--- src/rtl/cordic_iter_ctrl.sv ---
// Sequencing controller for the iterative CORDIC datapath: loads operands, samples the
// direction decision each iteration and issues rotate / normalise strobes with a result handshake.
module cordic_iter_ctrl #(
    parameter int ITER     = 8,
    parameter int CNT_W    = 4,
    parameter int NORM_MAX = 3
) (
    input  logic             clk,
    input  logic             rst_n,
    input  logic             start,
    input  logic             vmode,
    input  logic             abort,
    input  logic             dec_dn,
    input  logic             dec_d,
    output logic             ready,
    output logic             ld_en,
    output logic             dec_smp,
    output logic             rot_en,
    output logic             rot_dir,
    output logic             norm_en,
    output logic             mode,
    output logic [CNT_W-1:0] shift_amt,
    output logic             out_valid,
    input  logic             out_ready,
    output logic             err
);

    localparam int NC_W = $clog2(NORM_MAX + 2);
    localparam logic [CNT_W-1:0] LAST_SHIFT = CNT_W'(ITER - 1);
    localparam logic [NC_W-1:0]  NORM_LIM   = NC_W'(NORM_MAX + 1);

    typedef enum logic [2:0] {
        IDLE,
        LOAD,
        DECIDE,
        STEP,
        DONE
    } state_t;

    state_t          state;
    logic [NC_W-1:0] norm_cnt;
    logic            dn_q;
    logic            d_q;

    // NOTE: every register below uses non-blocking assignments so all state updates
    // see the pre-edge values of each other, independent of statement order.
    always_ff @(posedge clk or negedge rst_n) begin
        if (!rst_n) begin
            state     <= IDLE;
            shift_amt <= '0;
            mode      <= 1'b0;
            err       <= 1'b0;
            norm_cnt  <= '0;
            dn_q      <= 1'b0;
            d_q       <= 1'b0;
        end else begin
            case (state)
                IDLE: begin
                    if (start) begin
                        mode      <= vmode;
                        shift_amt <= '0;
                        norm_cnt  <= '0;
                        err       <= 1'b0;
                        state     <= LOAD;
                    end
                end
                LOAD: state <= abort ? IDLE : DECIDE;
                DECIDE: begin
                    dn_q  <= dec_dn;
                    d_q   <= dec_d;
                    state <= abort ? IDLE : STEP;
                end
                STEP: begin
                    if (abort) begin
                        state <= IDLE;
                    end else if (dn_q) begin
                        norm_cnt <= norm_cnt + NC_W'(1);
                        if (norm_cnt + NC_W'(1) == NORM_LIM) begin
                            err   <= 1'b1;
                            state <= DONE;
                        end else begin
                            state <= DECIDE;
                        end
                    end else begin
                        norm_cnt <= '0;
                        if (shift_amt == LAST_SHIFT) begin
                            state <= DONE;
                        end else begin
                            shift_amt <= shift_amt + CNT_W'(1);
                            state     <= DECIDE;
                        end
                    end
                end
                DONE: if (out_ready) state <= IDLE;
                default: state <= IDLE;
            endcase
        end
    end

    // NOTE: strobes are decoded from state and gated by abort in the same cycle, so an
    // aborted step never reaches the datapath; decoding from state also makes reset immediate.
    assign ready     = (state == IDLE);
    assign ld_en     = (state == LOAD) && !abort;
    assign dec_smp   = (state == DECIDE);
    assign rot_en    = (state == STEP) && !abort && !dn_q;
    assign norm_en   = (state == STEP) && !abort && dn_q;
    assign rot_dir   = d_q;
    assign out_valid = (state == DONE);

endmodule

--- config.mk ---
export PLATFORM = sky130hd
export DESIGN_NAME = cordic_iter_ctrl
export DESIGN_NICKNAME = d
export VERILOG_FILES = /design/src/rtl/cordic_iter_ctrl.sv
export SDC_FILE = /design/constraint.sdc
export NUM_CORES = 1
export LEC_CHECK = 0
export ABC_AREA = 1
export BUFFER_PORTS_ARGS = -buffer_cell sky130_fd_sc_hd__buf_2
export CAP_MARGIN = 0
export CORE_MARGIN = 5
export CORE_UTILIZATION = 50
export CTS_CLUSTER_DIAMETER = 60
export DETAILED_ROUTE_END_ITERATION = 8
export PLACE_DENSITY = 0.76
export SLEW_MARGIN = 10
export SYNTH_ARGS = -nofsm -noshare
export SYNTH_HDL_FRONTEND = slang
export SYNTH_SLANG_ARGS = --single-unit
--- constraint.sdc ---
create_clock -name clk -period 1.4 [get_ports clk]
set_input_delay 0.07 -clock clk [delete_from_list [all_inputs] [get_ports clk]]
set_output_delay 0.07 -clock clk [all_outputs]
set_load 0.05 [all_outputs]
==> summary.md <==
| Metric | Value |
|---|---|
| Max-Cap Viols | 0 |
| Dominant cell type by area after synthesis | dfrtp_1 |
| Synth unique cells | 22 |
| Final Setup Violations | 0 |
| DR iter-0 viols | 41 |
| Die H | 49.8 um |
| Vias | 855 |
| Post-synth ARST share | 1.00 |
| Worst endpoint required time | 1.33 ns |
| Die Area | 2480 um^2 |
| Worst skew pair latency | 0.28 ns |
| Fin. max-slew vios | 0 |
| Synthesized Nets | 115 |
| Net count, final | 152 |
| Hold Crit Endpoint | state[2] |
| WL final | 2190 um |
| Worst slew margin | 0.785 |
| YS warnings | 0 |
| CTS Buffer Depth | 2 |
| Minimum period implied by the final worst setup slack | 1.40 ns |
| Max frequency | 0.716 GHz |
| RePlAce Congestion | 0.832 |
| R2r endpoint | shift_amt[3] |
| Hold_sp | out_ready |
| Core area | 1510 um^2 |
| Syn Area/Cell | 7.63 um^2 |
| Setup TNS | 0 ns |
| Total power | 1.88 mW |
| Run status | completed |
| R2R Setup Slk | 0.13 ns |
| Fin. Hold Viols | 0 |
| Crit Reg-Reg Startpoint | shift_amt[0] |
| First-pass GRT wire length | 3530 um |
| Via-to-Cell Ratio | 5.48 |
| Largest net degree at the start of global routing | 15 |
| Peak VDD IR | 0.00139 V |
| Hold Crit Class | in2reg |
| CP Class | reg2out |
| Synth Cell Area | 793 um^2 |
| Yosys top cell area share | 0.442 |
| #FFs+latches synth | 14 |
| Layout cells sized above 1 | 0.400 |
| CTS H-tree lvls | 1 |
| Synth top area cells | dfrtp_1 44%, nand2_1 14%, nand3_1 9.5% |
| Post-Synthesis Cells | 104 |
| FILL cells | 108 |
| Clock sinks | 14 |
| Post-place setup slack | 0.0748 ns |
| Sequential fraction of the synthesis area | 0.442 |
| Starting Density | 0.527 |
| DRC | 0 |
| Routed Antenna Nets | 0 |
| GRT Util Overall | 0.184 |
| Setup crit end kind | output port |
| Initial antenna violation count | 0 |
| Num CTS Buffers | 3 |
| Total global routing overflow | 0 |
| Arrival time at the worst endpoint | 1.33 ns |
| Slew @ Worst Pin | 0.323 ns |
| Top-count cell post-synth | nand2_1 |
| Final worst slack | 0.00278 ns |
| Pwr/cell area | 1650 nW/um^2 |
| Min-Delay Path Depth | 4 |
| I/O pin cnt | 21 |
| Port Buffers | 20 |
| CTS tree | yes |
| DP HPWL | 1350 um |
| Post-route clock period utilization | 0.998 |
| CTS clk-pin slew, worst paths | 0.09 ns |
| Die W | 49.8 um |
| RSZ-0062 raised after global routing | yes |
| Clock root buffer | clkbuf_4 |
| Most frequent cells after synthesis | 30 x nand2_1, 15 x nand3_1, 14 x dfrtp_1 |
| Main flop type after synthesis | dfrtp_1 |
| DR WL/cell | 14.0 um |
| First-pass DRT Iterations | 4 |
| Rows | 14 |
| Syn-to-layout area delta | 43.4% |
| Clock Skew | 0.00253 ns |
| Worst reg2reg path depth | 7 |
| Leakage | 0.649 nW |
| Number of global-route vias before repair | 851 |
| CP Max Fanout | 5 |
| CP Launch Type | register |
| # diodes | 0 |
| Fin area | 1140 um^2 |
| Placed Area | 955 um^2 |
| Post-synth EDFFs | 0 |
| Worst hold slack | 0.0729 ns |
cell usage in the layout (no fill, tap or decap), types with 3 or more instances in the layout:
| cell | Yosys | routed |
|---|---|---|
| nor2_1 | 6 | 4 |
| dlygate4sd3_1 | 0 | 4 |
| inv_2 | 3 | 4 |
| inv_1 | 12 | 10 |
| buf_4 | 1 | 10 |
| nand2_1 | 30 | 30 |
| clkbuf_4 | 0 | 4 |
| buf_2 | 0 | 14 |
| nand3_1 | 15 | 15 |
| nand4_1 | 3 | 3 |
| nand2_2 | 4 | 3 |
| dfrtp_2 | 0 | 4 |
| buf_6 | 0 | 3 |
| dfrtp_1 | 14 | 10 |
state kept, by name, summed over array words and instances (netlist names):
| name | flops |
|---|---|
| dn_q | 1 |
| err | 1 |
| mode | 1 |
| norm_cnt | 3 |
| rot_dir | 1 |
| shift_amt | 4 |
| state | 3 |
power breakdown:
| group | total [mW] | internal [mW] | switching (mW) |
|---|---|---|---|
| Combinational | 0.972 | 0.308 | 0.664 |
| Clock | 0.294 | 0.158 | 0.136 |
| Sequential | 0.611 | 0.501 | 0.109 |
logic make-up after synthesis:
kind of cell,Yosys count,share of synthesized area
buf+inv,17,0.0867
xor+xnor,1,0.0110
flops,14,0.442
fa+ha+maj,3,0.0473
compound gates,6,0.0473
simple gates,63,0.366
through the flow:
| stage | utilization | instances |
|---|---|---|
| after floorplan | - | 104 |
| after global placement | 0.634 | 142 |
| after detailed placement | 0.634 | 142 |
| after CTS | 0.709 | 151 |
| after global routing | 0.755 | 156 |
| final | 0.755 | 156 |
area by class of cell:
class,count,area (um^2),share of cell area
inverters,16,63.8,0.0561
clock buffers,4,36.3,0.0319
flip-flops and latches,14,355,0.312
repair buffers,33,241,0.212
well taps,16,20.0,0.0176
multi-input cells,73,420,0.370
timing repair:
action                     in CTS  in global routing
setup buffers                   1                  5
hold buffers                    4                  0
hold endpoints to repair       17                  0
setup endpoints to repair       6                 11
gates resized for setup        10                 12
pin swaps                       0                  1
metal layers:
layer,track usage,vias to the layer above,wire (um)
li1,-,403,-
met1,0.186,389,824
met2,0.337,52,1120
met3,0.0422,11,166
met4,0.100,0,80
met5,0,-,0
worst max-delay path, cell delays in order, from the launching register on:
cell and delay, ns:
dfrtp_2 0.44, inv_2 0.09, nor2_4 0.04, nand2_4 0.11, inv_4 0.05, nand2_2 0.07
clkinv_2 0.08, buf_8 0.15
worst max-delay path by stage:
stage                        end          from
CTS                      norm_en      state[1]
finish                   norm_en      state[1]
floorplan                 rot_en      state[0]
detailed placement  shift_amt[3]  shift_amt[0]
global placement         norm_en      state[0]
global route             norm_en      state[2]
Note: power is estimated with default switching activity, not from simulation.
